**config.mk**
```make
export PLATFORM = sky130hd
export DESIGN_NAME = tap_master
export DESIGN_NICKNAME = d
export VERILOG_FILES = /design/src/rtl/tap_master.sv
export SDC_FILE = /design/constraint.sdc
export NUM_CORES = 1
export LEC_CHECK = 0
export CORE_ASPECT_RATIO = 1.25
export CORE_UTILIZATION = 50
export CTS_CLUSTER_DIAMETER = 30
export DETAILED_ROUTE_END_ITERATION = 10
export MAX_ROUTING_LAYER = met4
export PLACE_DENSITY = 0.85
export SYNTH_ARGS = -nofsm -noshare
export SYNTH_HDL_FRONTEND = slang
export SYNTH_SLANG_ARGS = --single-unit
export TNS_END_PERCENT = 5
```
**constraint.sdc**
```tcl
create_clock -name tck -period 2.57 [get_ports tck]
set_input_delay 0.6425 -clock tck [delete_from_list [all_inputs] [get_ports tck]]
set_output_delay 0.6425 -clock tck [all_outputs]
set_load 0.05 [all_outputs]
```
**src/rtl/tap_master.sv**
```systemverilog
// Scan master for a DR-only TAP target. It walks the target to RUN_TEST_IDLE, runs
// complete DR scans on command, and tracks the target's TAP state edge by edge.
module tap_master #(
  parameter int DATA_W = 32,
  parameter int CNT_W  = 6
) (
  input  logic              tck,
  input  logic              trst,
  input  logic              cmd_valid,
  output logic              cmd_ready,
  input  logic [CNT_W-1:0]  cmd_len,
  input  logic [DATA_W-1:0] cmd_data,
  input  logic              tlr_req,
  output logic              tms,
  output logic              tdi,
  input  logic              tdo,
  output logic              rsp_valid,
  output logic [DATA_W-1:0] rsp_data,
  output logic              cmd_err,
  output logic              busy,
  output logic [3:0]        tgt_state
);

  localparam logic [3:0] TAP_TLR   = 4'd0;
  localparam logic [3:0] TAP_RTI   = 4'd1;
  localparam logic [3:0] TAP_SEL   = 4'd2;
  localparam logic [3:0] TAP_CAP   = 4'd3;
  localparam logic [3:0] TAP_SHIFT = 4'd4;
  localparam logic [3:0] TAP_EXIT1 = 4'd5;
  localparam logic [3:0] TAP_PAUSE = 4'd6;
  localparam logic [3:0] TAP_EXIT2 = 4'd7;
  localparam logic [3:0] TAP_UPD   = 4'd8;

  localparam logic [CNT_W-1:0] CNT_ONE   = CNT_W'(1);
  localparam logic [CNT_W-1:0] WALK_DROP = CNT_W'(4);
  localparam logic [CNT_W-1:0] WALK_LAST = CNT_W'(5);
  localparam logic [CNT_W-1:0] MAX_LEN   = CNT_W'(DATA_W);

  // Each sequencer state names the target transition its next edge produces.
  typedef enum logic [2:0] {
    S_RST_WALK,
    S_IDLE,
    S_SEL,
    S_CAP,
    S_PRE,
    S_SHIFT,
    S_UPD,
    S_DONE
  } seq_t;

  seq_t              seq;
  logic [CNT_W-1:0]  cnt;
  logic [CNT_W-1:0]  last_idx;
  logic [DATA_W-1:0] pay;
  logic              len_ok;
  logic              take_tlr;
  logic              take_cmd;

  function automatic logic [3:0] tap_next(input logic [3:0] st, input logic m);
    case (st)
      TAP_TLR:   tap_next = m ? TAP_TLR   : TAP_RTI;
      TAP_RTI:   tap_next = m ? TAP_SEL   : TAP_RTI;
      TAP_SEL:   tap_next = m ? TAP_TLR   : TAP_CAP;
      TAP_CAP:   tap_next = m ? TAP_EXIT1 : TAP_SHIFT;
      TAP_SHIFT: tap_next = m ? TAP_EXIT1 : TAP_SHIFT;
      TAP_EXIT1: tap_next = m ? TAP_UPD   : TAP_PAUSE;
      TAP_PAUSE: tap_next = m ? TAP_EXIT2 : TAP_PAUSE;
      TAP_EXIT2: tap_next = m ? TAP_UPD   : TAP_SHIFT;
      TAP_UPD:   tap_next = m ? TAP_SEL   : TAP_RTI;
      default:   tap_next = TAP_TLR;
    endcase
  endfunction

  assign len_ok   = (cmd_len != '0) && (cmd_len <= MAX_LEN);
  assign take_tlr = (seq == S_IDLE) && tlr_req;
  assign take_cmd = (seq == S_IDLE) && !tlr_req && cmd_valid;
  assign busy     = ~cmd_ready;

  // Payload and length are pure data: loaded at acceptance, consumed LSB first.
  always_ff @(posedge tck) begin
    if (take_cmd && len_ok) begin
      pay      <= cmd_data;
      last_idx <= cmd_len - CNT_ONE;
    end else if (seq == S_PRE || seq == S_SHIFT) begin
      pay <= pay >> 1;
    end
  end

  always_ff @(posedge tck or posedge trst) begin
    if (trst) begin
      seq       <= S_RST_WALK;
      cnt       <= '0;
      tms       <= 1'b1;
      tdi       <= 1'b0;
      cmd_ready <= 1'b0;
      rsp_valid <= 1'b0;
      rsp_data  <= '0;
      cmd_err   <= 1'b0;
      tgt_state <= TAP_TLR;
    end else begin
      tgt_state <= tap_next(tgt_state, tms);
      rsp_valid <= 1'b0;
      cmd_err   <= 1'b0;
      case (seq)
        S_RST_WALK: begin
          if (cnt == WALK_LAST) begin
            tms       <= 1'b0;
            cmd_ready <= 1'b1;
            cnt       <= '0;
            seq       <= S_IDLE;
          end else begin
            if (cnt == WALK_DROP) tms <= 1'b0;
            cnt <= cnt + CNT_ONE;
          end
        end
        S_IDLE: begin
          tms <= 1'b0;
          tdi <= 1'b0;
          if (take_tlr) begin
            tms       <= 1'b1;
            cmd_ready <= 1'b0;
            cnt       <= '0;
            seq       <= S_RST_WALK;
          end else if (take_cmd) begin
            if (len_ok) begin
              tms       <= 1'b1;
              cmd_ready <= 1'b0;
              rsp_data  <= '0;
              seq       <= S_SEL;
            end else begin
              cmd_err <= 1'b1;
            end
          end
        end
        S_SEL: begin
          tms <= 1'b0;
          seq <= S_CAP;
        end
        S_CAP: begin
          tms <= 1'b0;
          seq <= S_PRE;
        end
        S_PRE: begin
          tdi <= pay[0];
          tms <= (last_idx == '0);
          cnt <= '0;
          seq <= S_SHIFT;
        end
        // tms rises one edge early so the last shift edge also exits to EXIT1.
        S_SHIFT: begin
          rsp_data <= rsp_data | (DATA_W'(tdo) << cnt);
          if (cnt == last_idx) begin
            tdi <= 1'b0;
            tms <= 1'b1;
            seq <= S_UPD;
          end else begin
            tdi <= pay[0];
            tms <= ((cnt + CNT_ONE) == last_idx);
            cnt <= cnt + CNT_ONE;
          end
        end
        S_UPD: begin
          tms <= 1'b0;
          seq <= S_DONE;
        end
        S_DONE: begin
          rsp_valid <= 1'b1;
          cmd_ready <= 1'b1;
          seq       <= S_IDLE;
        end
        default: begin
          tms       <= 1'b1;
          cmd_ready <= 1'b0;
          cnt       <= '0;
          seq       <= S_RST_WALK;
        end
      endcase
    end
  end

endmodule

```
---- After elaboration in Yosys (flattened, before gate mapping) ----
Index checks and enable logic that the tools add are counted.
word-level totals
  register bits ........................... 88
  output and inout port bits .............. 42
operators by class
  add/sub/neg operators ................... 2
  magnitude comparators ................... 1
  equality and inequality tests ........... 29
  shift-type cells ........................ 1
  mux-type cells .......................... 43
  bitwise gates (word level) .............. 2
  reduce and logical (&&, ||, !) cells .... 25
operators with widths
  operator             number
  $mux 32              5
  $pmux 32 s2          1
  $or 32x32->32        1
  $shl 1x6->32         1
  $pmux 4 s7           1
  $pmux 3 s8           1
  $pmux 6 s4           1
  $mux 1               19
  $mux 6               3
  $eq 4x3->1 const B   4
  $mux 3               5
  $eq 3x3->1 const B   4
  $eq 6x3->1 const B   2
  $eq 6x6->1           2
  $ne 2x2->1 const B   6
  $reduce_and 4->1     3
  $ne 3x3->1 const B   3
  $eq 4x2->1 const B   2
  $mux 4               2
  $add 6x1->6 const B  1
  $eq 3x2->1 const B   2
  $le 6x6->1 const B   1
  $logic_not 6->1      1
  $pmux 1 s3           2
  22 further kinds     30

---- Longest topological paths before layout ----
  depth in word-level cells ............... 6
  depth in mapped cells ................... 9
  gate-level depth less buffers ........... 7

---- Worst setup path before layout ----
No wires, ideal clock.
  path kind ............................... input port to flip-flop
  from .................................... input cmd_len[0]
  to ...................................... register pay[0], enable pin
  arrival ................................. 2590 ps
  setup slack ............................. -410 ps
  stages .................................. 8
  path buffers ............................ 2
  path through ............................ inv_1 -> ha_1 -> nor4b_2 -> xnor2_1 -> and4_4 -> buf_6 -> buf_6 -> or2_1
between the ends
  word-level cells in the longest chain between the ends .. 4
  elaborated cells on any way between the ends .. 5
  those cells by class .................... 1 x order compare; 4 x reduce/logical
ends and longest elaborated chain
  item                                             line  source
  start: declaration                               11    input logic [CNT_W-1:0] cmd_len,
  $le 6x6->1 or $reduce_bool 6->1 (tied branches)  74    assign len_ok = (cmd_len != '0) && (cmd_len <= MAX_LEN);
  $logic_and 1x1->1 *                              74
  $logic_and 1x1->1 *                              81    if (take_cmd && len_ok) begin
  $reduce_bool 2->1 (no line) *                    -
  end signal: assignment                           82    pay <= cmd_data;
  end signal: assignment                           85    pay <= pay >> 1;
  end: declaration                                 54    logic [DATA_W-1:0] pay;
Every way passes the cells marked *; elsewhere a longest branch is shown, timed or not.
A chain may end at the register's enable or synchronous reset.

---- Worst setup path after layout ----
  from .................................... input cmd_len[0]
  to ...................................... register pay[25], data pin
between the ends
  word-level cells in the longest chain between the ends .. 4
  elaborated cells on any way between the ends .. 5
  those cells by class .................... 1 x order compare; 1 x mux; 3 x reduce/logical
ends and longest elaborated chain
  item                                             line
  $le 6x6->1 or $reduce_bool 6->1 (tied branches)  74
  $logic_and 1x1->1 *                              74
  $logic_and 1x1->1 *                              81
  $mux 32 *                                        81
Marks and branches as above.

==> impl_results.md <==
- Startpoint Class: input port
- Largest net degree at the start of global routing: 39
- Syn Nets: 400
- Number of cell rows: 36
- Post-CTS setup buffer count: 0
- Non-filler cells, final: about 540
- CORE AREA: between 0.007 and 0.008 mm2
- Total CTS buffers: 9
- DP Cell Count: 528
- Worst hold stages: 2
- Via count: between 3k and 4k
- Final Skew: ~0.012 ns
- IO Port Bufs: 84
- RSZ-0062 raised after global routing: false
- Hold Path End: rsp_data[30]$_DFFE_PP0P_
- Yosys top cell by area: dfrtp_1
- Outcome: finished, final reports clean
- Leakage: around 2.2 nW
- First-pass GRT wire length: 14.9 mm
- Slew Limit Headroom: 0.574
- Cell chain of the critical path: clkdlybuf4s50_1, inv_2, ha_2, nor4b_4, xnor2_1, and4_4, buf_12, mux2_2
- Detailed Route WL: between 9 and 10 mm
- Clock Tree Buf Depth: 2
- Starting density of the core: 0.523
- Crit path kind: in2reg
- Fillcell total: roughly 600
- Pint: 0.00350 W
- Worst Setup End Kind: flip-flop
- DRC: 0
- DP HPWL: 6.36 mm
- Sequential power share: 0.422
- Worst-path maximum fanout: 21
- Setup ws final: around 0.069 ns
- Yosys warning count: 0
- Fmax: about 400 MHz
- Mapped Area: just over 0.004 mm2
- Die Span Y: 104 um
- Synth top area share: 0.296
- Sw frac: 0.379
- R2r endpoint: rsp_data[28]$_DFFE_PP0P_
- Fin area: ~0.0053 mm2
- Final Total Pwr: between 0.005 and 0.006 W
- Initial antenna violation count: 0
- WP data required: about 2.7 ns
- CTS tree: done
- Area of the multi-input gates: approximately 0.0016 mm2
- Sequential-to-total area share from yosys stat: 0.578
- Final setup fails: 0
- Worst reg2reg setup slack: 0.41 ns
- Hold buffer count at CTS: 0
- Clock share of power: 0.170
- Sw power: about 0.0021 W
- Data arrival, critical path: approximately 2.6 ns
- Max-slew violations: 0
- WL/cell: 16.8 um
- Remaining global-route overflow: 0
- Reg2Reg Launch Point: seq[0]$_DFFE_PP0P_
- Hold Startpoint: rsp_data[30]$_DFFE_PP0P_
- Ys async rst share: 0.568
- Synthesized instance count: ~350
- Slowest Stage Delay on Critical Path: 0.45 ns
- CTS Sinks: 88
- Synth cell types: 50
- Tot GR Track Use: 0.225
- Root Buffer: clkbuf_8
- PwrDens: ~1100 mW/mm2
- Max-Cap Viols: 0
- Gate power share: 0.408
- Diodes inserted: 0
- Drt pass-1 iters: 4
- Actual slew at the worst max-slew pin: roughly 0.63 ns
- Worst Reg-to-Reg Cells: 5
- Primary FF master, synth: dfrtp_1
- Layout cells sized above 1: 0.160
- Placed cell area: 0.00512 mm2
- Hold WC Path Type: reg2reg
- Vias in the first global route: between 3k and 4k
- Reg area: ~0.0024 mm2
- Gpl congestion: between 0.8 and 0.9
- Pre-CTS setup slack: -0.355 ns
- Die Span X: ~83 um
- H-Tree Depth: 3
- Die area: 0.00866 mm2
- Synth-to-Final Area Change: 29.1%
- Final core utilization: 0.674
- Syn avg cell area: 11.7 um2
- Final period util: 0.973
- DR iter-0 viols: about 130
- I/O pin cnt: 85
- Crit-path slowest cell: clkdlybuf4s50_1
- Routed vias/inst: approximately 5.6
- Number of synthesized flops with an enable pin: 38
- Yosys reg bits: 88
- Fin. Hold Viols: 0
- VDD IR max: about 0.0011 V
- Final #Nets: between 400 and 500
- Antenna Violating Nets Remaining: 0
- Crit path time final: ~2.5 ns
- Skew-Pair Late Insertion Delay: 0.35 ns
- CTS clk-pin slew, worst paths: about 0.090 ns
- Post-CTS sizing: 0
- Synth area leaders: dfrtp_1 (30%), edfxtp_1 (28%), mux2_2 (7.9%)
[state kept, by name, summed over array words and instances, names as in the netlist]
signal	flops
pay	32
cnt	6
cmd_err	1
tdi	1
cmd_ready	1
tms	1
tgt_state	4
rsp_valid	1
rsp_data	32
seq	3
last_idx	6
[area by class of cell]
class / instances / share of cell area
multi-input cells: 233 / 0.294
inverters: 13 / 0.00913
clock inverters: 4 / 0.00585
clock buffers: 12 / 0.0330
well taps: 95 / 0.0222
repair buffers: 99 / 0.188
flip-flops and latches: 88 / 0.448
[cells in the mapped netlist, types with 2 or more instances]
cell,instances
nand4_1,2
buf_2,4
xor2_1,6
nand3b_1,2
nor4_1,2
nor4b_1,2
o21ai_0,6
nand2_1,14
and2_1,3
inv_1,13
edfxtp_1,38
or4_1,2
ha_1,4
and3b_1,4
xnor2_1,13
and3_1,9
nor3_1,4
a22oi_1,2
o211ai_1,3
nor2_1,51
o21bai_1,2
a21oi_1,38
dfrtp_1,49
mux2_4,2
nand3_1,6
nor2b_1,5
a21o_1,3
or3_1,2
buf_6,9
clkbuf_1,5
mux2_2,29
[power groups by stage]
| stage | clock network [W] | registers, W | logic [W] |
|---|---|---|---|
| 6_report | 0.000960 | 0.00238 | 0.00230 |
| 5_1_grt | 0.00103 | 0.00244 | 0.00247 |
| 4_1_cts | 0.000979 | 0.00238 | 0.00230 |
| 3_5_place_dp | 0 | 0.00240 | 0.00228 |
| 3_3_place_gp | 0 | 0.00240 | 0.00220 |
| 2_1_floorplan | 0 | 0.00283 | 0.00110 |
[routing by layer]
| layer | up-vias | share of wire | track usage |
|---|---|---|---|
| met5 | - | 0 | - |
| met4 | 0 | 0.020 | 0.0799 |
| met3 | 18 | 0.061 | 0.0558 |
| met2 | 115 | 0.50 | 0.365 |
| met1 | 1473 | 0.42 | 0.273 |
| li1 | 1433 | - | - |
[critical path: cells and delay by family]
kind | cells | cell delay (ns)
buffers and inverters | 3 | 0.71
AND/OR/NAND/NOR | 2 | 0.52
multiplexers | 1 | 0.36
adder cells (fa/ha/maj) | 1 | 0.20
XOR/XNOR | 1 | 0.17
[logic make-up (layout without fill, tap and decap cells)]
group,after synthesis,after routing,share of synthesized area
XOR/XNOR,19,19,0.0402
multiplexers,31,31,0.0861
flip-flops,88,88,0.578
adder cells (fa/ha/maj),4,4,0.0121
buffers and inverters,32,128,0.0465
AND/OR/NAND/NOR,114,114,0.140
AO/OA/AOI/OAI,65,65,0.0973
[per-stage QoR]
| stage | TNS, ns | hold slack [ns] |
|---|---|---|
| after global routing | 0 | 0.520 |
| after global placement | -21.51 | 0.477 |
| final | 0 | 0.500 |
| after CTS | 0 | 0.505 |
| after floorplan | 0 | 0.469 |
| after detailed placement | -27.46 | 0.483 |
[worst max path at each step]
stage,start,end,slack [ns]
floorplan,cmd_len[0],pay[0]$_DFFE_PP_,0.07
global placement,cmd_len[0],pay[24]$_DFFE_PP_,-0.28
detailed placement,cmd_len[0],pay[11]$_DFFE_PP_,-0.36
CTS,cmd_len[0],pay[25]$_DFFE_PP_,0.03
global route,cmd_len[0],pay[11]$_DFFE_PP_,0.006
finish,cmd_len[0],pay[25]$_DFFE_PP_,0.07
[cell usage in the layout (no fill, tap or decap), drive strengths merged, types with 3 or more instances in the layout]
master / count
inv: 15
a21oi: 38
o21ai: 7
clkdlybuf4s50: 84
and3b: 4
dfrtp: 49
nor2: 51
xor2: 6
nand2: 14
nor2b: 6
nand3: 6
and2: 3
o211ai: 3
clkbuf: 12
edfxtp: 38
xnor2: 13
ha: 4
buf: 15
a21o: 3
nor3: 4
mux2: 31
nor4b: 3
and3: 9
Power figures use the tool's default switching activity.
